**src/rtl/ifetch_resp_pkg.sv**
```systemverilog
// Shared types for the instruction-fetch response path: FSM states,
// queue entry layout and the default queue depth.
package if_pkg;

  localparam int DEPTH_DEF = 2;

  typedef enum logic [1:0] {
    IDLE  = 2'd0,
    FETCH = 2'd1,
    FLUSH = 2'd2
  } fsm_e;

  typedef struct packed {
    logic [31:0] pc;
    logic [31:0] inst;
  } q_entry_t;

endpackage

```
**src/rtl/ifetch_resp_if.sv**
```systemverilog
// Fetch-side bus: PC unit request, instruction memory port and decode handshake.
// The slave view belongs to ifetch_resp; the master view is the surrounding pipeline.
interface ifetch_resp_if #(
  parameter int IMEM_AW = 30
);
  logic               pc_valid;
  logic [31:0]        pc_addr;
  logic               pc_stall;
  logic               flush;
  logic               imem_rd_en;
  logic [IMEM_AW-1:0] imem_addr;
  logic [31:0]        imem_rdata;
  logic               inst_valid;
  logic               inst_ready;
  logic [31:0]        inst_data;
  logic [31:0]        inst_pc;
  logic [31:0]        inst_pc_plus_4;
  logic               addr_err;

  modport slave (
    input  pc_valid, pc_addr, flush, imem_rdata, inst_ready,
    output pc_stall, imem_rd_en, imem_addr, inst_valid, inst_data, inst_pc,
           inst_pc_plus_4, addr_err
  );

  modport master (
    output pc_valid, pc_addr, flush, imem_rdata, inst_ready,
    input  pc_stall, imem_rd_en, imem_addr, inst_valid, inst_data, inst_pc,
           inst_pc_plus_4, addr_err
  );
endinterface

```
**src/rtl/ifetch_resp_queue.sv**
```systemverilog
// Small synchronous FIFO holding fetched {pc, inst} pairs until decode takes them.
// Pointers wrap naturally because DEPTH is a power of two.
module fetch_queue
  import if_pkg::*;
#(
  parameter  int DEPTH = DEPTH_DEF,
  localparam int AW    = $clog2(DEPTH),
  localparam int CW    = $clog2(DEPTH + 1)
) (
  input  logic          clk,
  input  logic          rst,
  input  logic          clear,
  input  logic          push,
  input  logic          pop,
  input  q_entry_t      wdata,
  output q_entry_t      rdata,
  output logic [CW-1:0] count
);

  q_entry_t          mem_q [DEPTH];
  q_entry_t          mem_d [DEPTH];
  logic [AW-1:0]     wr_ptr_q, wr_ptr_d;
  logic [AW-1:0]     rd_ptr_q, rd_ptr_d;
  logic [CW-1:0]     cnt_q, cnt_d;

  // Next-state for storage, pointers and occupancy; clear beats push/pop.
  always_comb begin
    mem_d    = mem_q;
    wr_ptr_d = wr_ptr_q;
    rd_ptr_d = rd_ptr_q;
    cnt_d    = cnt_q;
    if (clear) begin
      wr_ptr_d = '0;
      rd_ptr_d = '0;
      cnt_d    = '0;
    end else begin
      if (push) begin
        mem_d[wr_ptr_q] = wdata;
        wr_ptr_d        = wr_ptr_q + AW'(1);
      end
      if (pop) rd_ptr_d = rd_ptr_q + AW'(1);
      if (push && !pop)      cnt_d = cnt_q + CW'(1);
      else if (pop && !push) cnt_d = cnt_q - CW'(1);
    end
  end

  // Control state is reset; entry storage only matters once count says it is valid.
  always_ff @(posedge clk) begin
    if (rst) begin
      wr_ptr_q <= '0;
      rd_ptr_q <= '0;
      cnt_q    <= '0;
    end else begin
      wr_ptr_q <= wr_ptr_d;
      rd_ptr_q <= rd_ptr_d;
      cnt_q    <= cnt_d;
    end
    mem_q <= mem_d;
  end

  assign rdata = mem_q[rd_ptr_q];
  assign count = cnt_q;

  // A net push into a full queue would overwrite the head; the stall logic upstream rules it out.
  a_no_overflow: assert property (@(posedge clk) disable iff (rst)
    !(push && !pop && !clear && cnt_q == CW'(DEPTH)));

endmodule

```
**src/rtl/ifetch_resp.sv**
```systemverilog
// Instruction fetch response stage: issues single-cycle memory reads for the PC
// unit, captures returning words with their PC into a queue, and hands them to
// decode. A flush kills the queue and any read still in flight.
module ifetch_resp
  import if_pkg::*;
#(
  parameter  int DEPTH   = DEPTH_DEF,
  parameter  int IMEM_AW = 30,
  localparam int CW      = $clog2(DEPTH + 1)
) (
  input logic         clk,
  input logic         rst,
  ifetch_resp_if.slave bus
);

  fsm_e          state_q;
  logic          inflight_q, inflight_d;
  logic [31:0]   inflight_pc_q, inflight_pc_d;
  logic          addr_err_q, addr_err_d;

  logic          issue, push, pop, q_vld, pc_stall;
  logic [CW:0]   occ;
  logic [CW-1:0] q_cnt;
  q_entry_t      q_head, q_wdata;

  // Stall counts queued words plus the one possibly returning, so a read only
  // issues when its data is guaranteed a slot; reset forces everything quiet.
  always_comb begin
    occ           = {1'b0, q_cnt} + {{CW{1'b0}}, inflight_q};
    pc_stall      = !rst && ((occ >= (CW+1)'(DEPTH)) || (state_q == FLUSH));
    issue         = !rst && bus.pc_valid && !pc_stall && !bus.flush && (state_q != FLUSH);
    q_vld         = !rst && (q_cnt != '0);
    push          = inflight_q && !bus.flush;
    pop           = q_vld && bus.inst_ready && !bus.flush;
    q_wdata       = '{pc: inflight_pc_q, inst: bus.imem_rdata};
    inflight_d    = issue;
    inflight_pc_d = issue ? bus.pc_addr : inflight_pc_q;
    addr_err_d    = addr_err_q || (issue && (bus.pc_addr[1:0] != 2'b00));
  end

  // In-flight tracking and the sticky misalignment flag.
  always_ff @(posedge clk) begin
    if (rst) begin
      inflight_q    <= 1'b0;
      inflight_pc_q <= '0;
      addr_err_q    <= 1'b0;
    end else begin
      inflight_q    <= inflight_d;
      inflight_pc_q <= inflight_pc_d;
      addr_err_q    <= addr_err_d;
    end
  end

  // Fetch control FSM; flush from any state lands in FLUSH for exactly one cycle.
  always_ff @(posedge clk) begin
    if (rst) begin
      state_q <= IDLE;
    end else if (bus.flush) begin
      state_q <= FLUSH;
    end else begin
      case (state_q)
        IDLE:    if (bus.pc_valid) state_q <= FETCH;
        FETCH:   if (!bus.pc_valid && !inflight_q) state_q <= IDLE;
        FLUSH:   state_q <= IDLE;
        default: state_q <= IDLE;
      endcase
    end
  end

  fetch_queue #(.DEPTH(DEPTH)) u_queue (
    .clk   (clk),
    .rst   (rst),
    .clear (bus.flush),
    .push  (push),
    .pop   (pop),
    .wdata (q_wdata),
    .rdata (q_head),
    .count (q_cnt)
  );

  assign bus.pc_stall       = pc_stall;
  assign bus.imem_rd_en     = issue;
  assign bus.imem_addr      = bus.pc_addr[IMEM_AW+1:2];
  assign bus.inst_valid     = q_vld;
  assign bus.inst_data      = q_vld ? q_head.inst : '0;
  assign bus.inst_pc        = q_vld ? q_head.pc : '0;
  assign bus.inst_pc_plus_4 = q_vld ? (q_head.pc + 32'd4) : '0;
  assign bus.addr_err       = addr_err_q;

endmodule

```
**src/flat_wrapper.sv**
```systemverilog
// flat-port wrapper written by rule: the top's interface ports become plain ports
module ifetch_resp_flat import if_pkg::*;
#(
  parameter  int DEPTH   = DEPTH_DEF,
  parameter  int IMEM_AW = 30,
  localparam int CW      = $clog2(DEPTH + 1)
)
  (clk, rst, bus_pc_valid, bus_pc_addr, bus_flush, bus_imem_rdata, bus_inst_ready, bus_pc_stall, bus_imem_rd_en, bus_imem_addr, bus_inst_valid, bus_inst_data, bus_inst_pc, bus_inst_pc_plus_4, bus_addr_err);
  ifetch_resp_if #(.IMEM_AW(IMEM_AW)) bus_i ();
  input logic clk;
  input logic rst;
  input wire logic [$bits(bus_i.pc_valid)-1:0] bus_pc_valid;
  input wire logic [$bits(bus_i.pc_addr)-1:0] bus_pc_addr;
  input wire logic [$bits(bus_i.flush)-1:0] bus_flush;
  input wire logic [$bits(bus_i.imem_rdata)-1:0] bus_imem_rdata;
  input wire logic [$bits(bus_i.inst_ready)-1:0] bus_inst_ready;
  output wire logic [$bits(bus_i.pc_stall)-1:0] bus_pc_stall;
  output wire logic [$bits(bus_i.imem_rd_en)-1:0] bus_imem_rd_en;
  output wire logic [$bits(bus_i.imem_addr)-1:0] bus_imem_addr;
  output wire logic [$bits(bus_i.inst_valid)-1:0] bus_inst_valid;
  output wire logic [$bits(bus_i.inst_data)-1:0] bus_inst_data;
  output wire logic [$bits(bus_i.inst_pc)-1:0] bus_inst_pc;
  output wire logic [$bits(bus_i.inst_pc_plus_4)-1:0] bus_inst_pc_plus_4;
  output wire logic [$bits(bus_i.addr_err)-1:0] bus_addr_err;
  assign bus_i.pc_valid = bus_pc_valid;
  assign bus_i.pc_addr = bus_pc_addr;
  assign bus_i.flush = bus_flush;
  assign bus_i.imem_rdata = bus_imem_rdata;
  assign bus_i.inst_ready = bus_inst_ready;
  assign bus_pc_stall = bus_i.pc_stall;
  assign bus_imem_rd_en = bus_i.imem_rd_en;
  assign bus_imem_addr = bus_i.imem_addr;
  assign bus_inst_valid = bus_i.inst_valid;
  assign bus_inst_data = bus_i.inst_data;
  assign bus_inst_pc = bus_i.inst_pc;
  assign bus_inst_pc_plus_4 = bus_i.inst_pc_plus_4;
  assign bus_addr_err = bus_i.addr_err;
  ifetch_resp #(.DEPTH(DEPTH), .IMEM_AW(IMEM_AW)) u_core (.clk(clk), .rst(rst), .bus(bus_i));
endmodule
```
**config.mk**
```make
export PLATFORM = sky130hd
export DESIGN_NAME = ifetch_resp_flat
export DESIGN_NICKNAME = d
export VERILOG_FILES = /design/src/rtl/ifetch_resp_pkg.sv /design/src/rtl/ifetch_resp_if.sv /design/src/rtl/ifetch_resp_queue.sv /design/src/rtl/ifetch_resp.sv /design/src/flat_wrapper.sv
export SDC_FILE = /design/constraint.sdc
export NUM_CORES = 1
export LEC_CHECK = 0
export CAP_MARGIN = 30
export CELL_PAD_IN_SITES_DETAIL_PLACEMENT = 1
export CELL_PAD_IN_SITES_GLOBAL_PLACEMENT = 1
export CORE_AREA = 2 2 128 130
export DETAILED_ROUTE_END_ITERATION = 10
export DIE_AREA = 0 0 130 132
export DONT_BUFFER_PORTS = 1
export GPL_TIMING_DRIVEN = 1
export PLACE_DENSITY_LB_ADDON = 0.1
export RECOVER_POWER = 25
export SETUP_SLACK_MARGIN = 0.15
export SLEW_MARGIN = 10
export SYNTH_ARGS = -nofsm -noshare
export SYNTH_HDL_FRONTEND = slang
export SYNTH_SLANG_ARGS = --single-unit
```
**constraint.sdc**
```tcl
create_clock -name clk -period 11.7 [get_ports clk]
set_input_delay 1.755 -clock clk [delete_from_list [all_inputs] [get_ports clk]]
set_output_delay 1.755 -clock clk [all_outputs]
set_load 0.03 [all_outputs]
```
* Word-level counts from Yosys, hierarchy flattened
Cells that the tools add are included.
** Operators by class
- Add/subtract/negate cells :: 6
- Magnitude comparators :: 4
- Mux-type cells :: 15
- Reductions and logical operators :: 31
- Equality and inequality tests :: 7
- Bitwise logic cells :: 3
** Operator list (count)
- 2-to-1 mux 64 bit :: 4
- bitwise mux 128 bit :: 1
- 2-to-1 mux 32 bit :: 3
- demux 64 bit (select 1 bit) :: 1
- adder 32 x 3 -> 32 bit, second input constant :: 1
- logical AND 1 bit :: 14
- 2-to-1 mux 2 bit :: 5
- zero test 1 bit :: 7
- AND reduction 2 bit :: 3
- nonzero test 2 bit :: 3
- greater-or-equal comparator 2 bit, second input constant :: 2
- != test 2 bit, second input constant :: 2
- NOT 1 -> 2 bit :: 2
- one-hot mux 2 bit (2 select lines) :: 1
- adder 2 x 1 -> 3 bit :: 1
- greater-or-equal comparator 3 x 2 -> 1 bit, second input constant :: 1
- != test 3 x 2 -> 1 bit, second input constant :: 1
- != test 3 bit, second input constant :: 1
- adder 1 bit, second input constant :: 2
- adder 2 x 1 -> 2 bit, second input constant :: 1
- equality test 2 x 1 -> 1 bit, second input constant :: 1
- equality test 2 bit, second input constant :: 1
- zero test 2 bit :: 1
- logical OR 1 bit :: 2
- other kinds (5) :: 5
** Word-level totals
- Bits of input ports :: 69
- Flip-flop bits (word level) :: 168
- Output and inout bits :: 130

* Longest topological paths before layout
- Word-level depth :: 10
- Mapped depth :: 11
- Gate-level depth less buffers :: 7

* Modules after synthesis
Synthesis repeated with hierarchy kept, for this count alone.
** Unflattened totals
- Cells, all modules :: 604
- Area, all modules :: 7564.8 um2
** Modules (own cells, without submodules)
- fetch_queue :: area each 4793.3 um2, cells an instance 217, sequential area each 3923.8 um2, instances 1
- ifetch_resp :: area each 2771.4 um2, cells an instance 387, sequential area each 720.7 um2, instances 1

* Least setup slack after synthesis
Ideal clock, no wire load.
- Path type :: in2out
- From :: in rst
- To :: out bus_inst_pc_plus_4[23]
- Slack :: 6.121 ns
- Data required time :: 9.945 ns
- Arrival :: 3.824 ns
- Path buffers :: 3
- Cell stages on the path :: 7
- Cells stage by stage :: clkbuf_1 or2_2 clkbuf_1 inv_1 clkbuf_1 nand2_1 o31ai_1
** Between the ends
- Longest elaborated chain between the ends :: 3
** RTL lines
- start, declared :: line flat_wrapper.sv:11 : input logic rst;
- zero test 1 bit :: line ifetch_resp.sv:32 : q_vld = !rst && (q_cnt != '0);
- logical AND 1 bit :: line ifetch_resp.sv:32
- named net bus_inst_valid :: line flat_wrapper.sv:20 : output wire logic [$bits(bus_i.inst_valid)-1:0] bus_inst_valid;
- 2-to-1 mux 32 bit :: line ifetch_resp.sv:87 : assign bus.inst_pc_plus_4 = q_vld ? (q_head.pc + 32'd4) : '0;
- end, declared :: line flat_wrapper.sv:23 : output wire logic [$bits(bus_i.inst_pc_plus_4)-1:0] bus_inst_pc_plus_4;
The timed path passes the listed nets, and every way through them passes these cells.

* Worst setup path after layout
- From :: reg u_core.u_queue.rd_ptr_q
- To :: out bus_inst_pc_plus_4[21]
** Between the ends
- Longest elaborated chain between the ends :: 6
** RTL lines
- start, declared :: line ifetch_resp_queue.sv:23 : logic [AW-1:0] rd_ptr_q, rd_ptr_d;
- start signal, assigned :: line ifetch_resp_queue.sv:55 : rd_ptr_q <= rd_ptr_d;
- NOT 1 -> 2 bit (not written as such) :: line ifetch_resp_queue.sv:61 : assign rdata = mem_q[rd_ptr_q];
- 2-to-1 mux 64 bit (not written as such) (3 in a row) :: line ifetch_resp_queue.sv:61
- adder 32 x 3 -> 32 bit :: line ifetch_resp.sv:87
- 2-to-1 mux 32 bit :: line ifetch_resp.sv:87
Every way passes these cells. The select of a mux whose other input is x is not followed.

==> impl_metrics.json <==
{
  "status": "finished clean",
  "cts_max_path_buffers": 2,
  "holdPathStages": 1,
  "ys_seq_area_share_pct": 61.4,
  "cp.arrival_ns": 4.61,
  "fin_crit_ns": 6.36,
  "power_frac_clock_pct": 43.0,
  "slew_headroom_pct": 29.2,
  "grtUsageTotal_pct": 20.6,
  "skew_ns": 0.00568,
  "cap_violations": 0,
  "power.density_nw_per_um2": 149,
  "syn-cell-area_um2": 7560,
  "layout_commonest_cell": "edfxtp_1",
  "clkTransAtPathRegs_ns": 0.06,
  "start_util_pct": 48.1,
  "drv_slew": 0,
  "fp.dieArea_um2": 17200,
  "dp.final_hpwl_um": 11800,
  "drcViolationCount": 0,
  "vias": 4581,
  "cts_buffers": 17,
  "avgSynthCellArea_um2": 11.8,
  "synth_xor_xnor_area_share_pct": 2.09,
  "synth-simple-area-share_pct": 15.6,
  "wl_per_cell_um": 20.7,
  "leakage_nw": 2.53,
  "start_kind": "flip-flop",
  "areaGrowthSynthToFinish_pct": 6.93,
  "wl_um": 17300,
  "fmax_mhz": 157,
  "post-cts-setup-buffer-count": 0,
  "cts_root_buf": "clkbuf_16",
  "syn_nets": 712,
  "die_w_um": 130,
  "place_congestion": 0.845,
  "reg2reg_depth": 6,
  "place_inst": 801,
  "rsz0062_at_grt": "no",
  "whs_endpoint": "u_core.state_q[0]",
  "pin_count": 199,
  "synthMuxAreaShare_pct": 8.89,
  "port_buffers": 0,
  "vdd_drop_max_v": 0.000102,
  "fin_tns_setup_ns": 0,
  "die_h_um": 132,
  "critPathMaxFanout": 53,
  "power.internal_uw": 961,
  "grt.overflow.total": 0,
  "cts_resized": 0,
  "synth_compound_area_share_pct": 6.32,
  "vias_per_cell": 5.49,
  "ff2ff_setup_slack_ns": 9.58,
  "dr.pass1.iters": 4,
  "cts_tree": "done",
  "nets": 676,
  "min_from": "u_core.state_q[1]",
  "grt_max_degree": 80,
  "drive_above_1_share_pct": 9.39,
  "cp.required_ns": 9.95,
  "setup_viol": 0,
  "synth.distinct_cells": 46,
  "finalHoldViolCount": 0,
  "most-common-layout-cells": "128 x edfxtp_1, 85 x nor2_1, 57 x mux2i_1",
  "ys_warn_count": 0,
  "synth-async-reset-ratio_pct": 0,
  "antenna_found_initial": 0,
  "drtAntennaViolNets": 0,
  "postCtsHoldBufs": 0,
  "pwr-share-comb_pct": 2.4,
  "synthFlopType": "edfxtp_1",
  "switching_power_uw": 243,
  "coreArea_um2": 15700,
  "synth_fa_ha_area_share_pct": 0.331,
  "cts_sinks": 168,
  "htreeDepth": 4,
  "end_kind": "output pin",
  "diodes": 0,
  "r2r-start": "u_core.state_q[0]",
  "drt_iter0_drc": 189,
  "rows": 46,
  "critPathKind": "reg2out",
  "holdCritPathClass": "reg2reg",
  "tightest_slew_ns": 1.05,
  "p_sw_share_pct": 20.2,
  "synth-seq-cells": 168,
  "final_cells": 834,
  "insertion_delay_ns": 0.42,
  "hold_ws_ns": 0.430,
  "grt_pass1_vias": 4726,
  "syn_inst": 641,
  "synth_top_family_by_area": "simple AND/OR/NAND/NOR gates",
  "grt_pass1_wl_um": 26500,
  "fillers": 1637,
  "synth_edf_count": 128,
  "fin_crit_sh_pct": 54.4,
  "r2r-end": "u_core.inflight_pc_q[1]",
  "power_frac_seq_pct": 54.6
}
[flip-flops by register name, summed over array words and instances, names as in the netlist]
signal,count
u_core.state_q,2
u_core.bus.addr_err,1
u_core.u_queue.count,2
u_core.inflight_q,1
u_core.u_queue.wr_ptr_q,1
u_core.u_queue.mem_q,128
u_core.inflight_pc_q,32
u_core.u_queue.rd_ptr_q,1
[worst max path at each step]
stage,endpoint,slack (ns),start
2_1_floorplan,bus_inst_pc_plus_4[23],6.12,rst
3_3_place_gp,bus_inst_pc_plus_4[19],5.88,rst
3_5_place_dp,bus_inst_pc_plus_4[27],5.79,rst
4_1_cts,bus_inst_pc_plus_4[31],5.33,u_core.u_queue.rd_ptr_q
5_1_grt,bus_inst_pc_plus_4[21],5.03,u_core.u_queue.rd_ptr_q
6_report,bus_inst_pc_plus_4[21],5.34,u_core.u_queue.rd_ptr_q
[synth_stat cells (9+ instances only)]
cell type | count | area, µm²
o21ai_0 | 38 | 190
edfxtp_1 | 128 | 3840
buf_2 | 9 | 45.0
nand2b_1 | 31 | 194
nand2_1 | 52 | 195
dfxtp_1 | 40 | 801
xnor2_1 | 11 | 96.3
nor2_1 | 85 | 319
and2_1 | 10 | 62.6
mux2i_1 | 57 | 571
mux2_2 | 9 | 101
nand3_1 | 15 | 75.1
clkbuf_1 | 22 | 82.6
buf_4 | 35 | 263
[through the flow]
| stage | area [µm²] | total power, mW | worst slack (ns) | util, % |
|---|---|---|---|---|
| 6_report | 8080 | 1.20 | 5.34 | 51.4 |
| 5_1_grt | 8080 | 1.24 | 5.03 | 51.4 |
| 3_5_place_dp | 7530 | 0.700 | 5.79 | 47.9 |
| 4_1_cts | 8080 | 1.22 | 5.33 | 51.4 |
| 2_1_floorplan | 7560 | 0.712 | 6.12 | - |
| 3_3_place_gp | 7500 | 0.698 | 5.88 | 47.7 |
[cell families (layout without fill, tap and decap cells)]
family	count (synthesis)	in the layout
buffers and inverters	70	47
flip-flops	168	168
AO/OA/AOI/OAI	77	77
adder cells (fa/ha/maj)	2	2
XOR/XNOR	18	18
multiplexers	66	66
AND/OR/NAND/NOR	240	240
[power groups by stage]
stage	registers, mW	logic, mW	clock network (mW)
2_1_floorplan	0.668	0.0443	0
3_3_place_gp	0.670	0.0280	0
3_5_place_dp	0.671	0.0290	0
4_1_cts	0.658	0.0292	0.529
5_1_grt	0.659	0.0320	0.551
6_report	0.658	0.0285	0.517
[layer usage]
layer | track usage, % | vias up | share of wire (%)
met2 | 33.8 | 152 | 48
li1 | - | 2187 | -
met5 | 0 | - | 0
met4 | 10.2 | 0 | 3.3
met3 | 6.57 | 37 | 6.8
met1 | 24.2 | 2205 | 42
[critical path, cell delays in order (launching register included)]
cell	delay (ns)
dfxtp_4	0.75
buf_4	0.73
nand3_1	0.20
a222oi_1	0.74
nand4_2	0.50
o31a_1	0.44
nor3_1	0.77
[area by class of cell]
| class | instances | area [µm²] | area share [%] |
|---|---|---|---|
| Sequential cell | 168 | 4650 | 57.5 |
| Multi-Input combinational cell | 403 | 2520 | 31.2 |
| Clock buffer | 25 | 508 | 6.28 |
| Tap cell | 216 | 270 | 3.34 |
| Timing Repair Buffer | 11 | 81.3 | 1.01 |
| Clock inverter | 7 | 41.3 | 0.511 |
| Inverter | 4 | 15.0 | 0.186 |
Note: power is estimated with default switching activity, not from simulation.
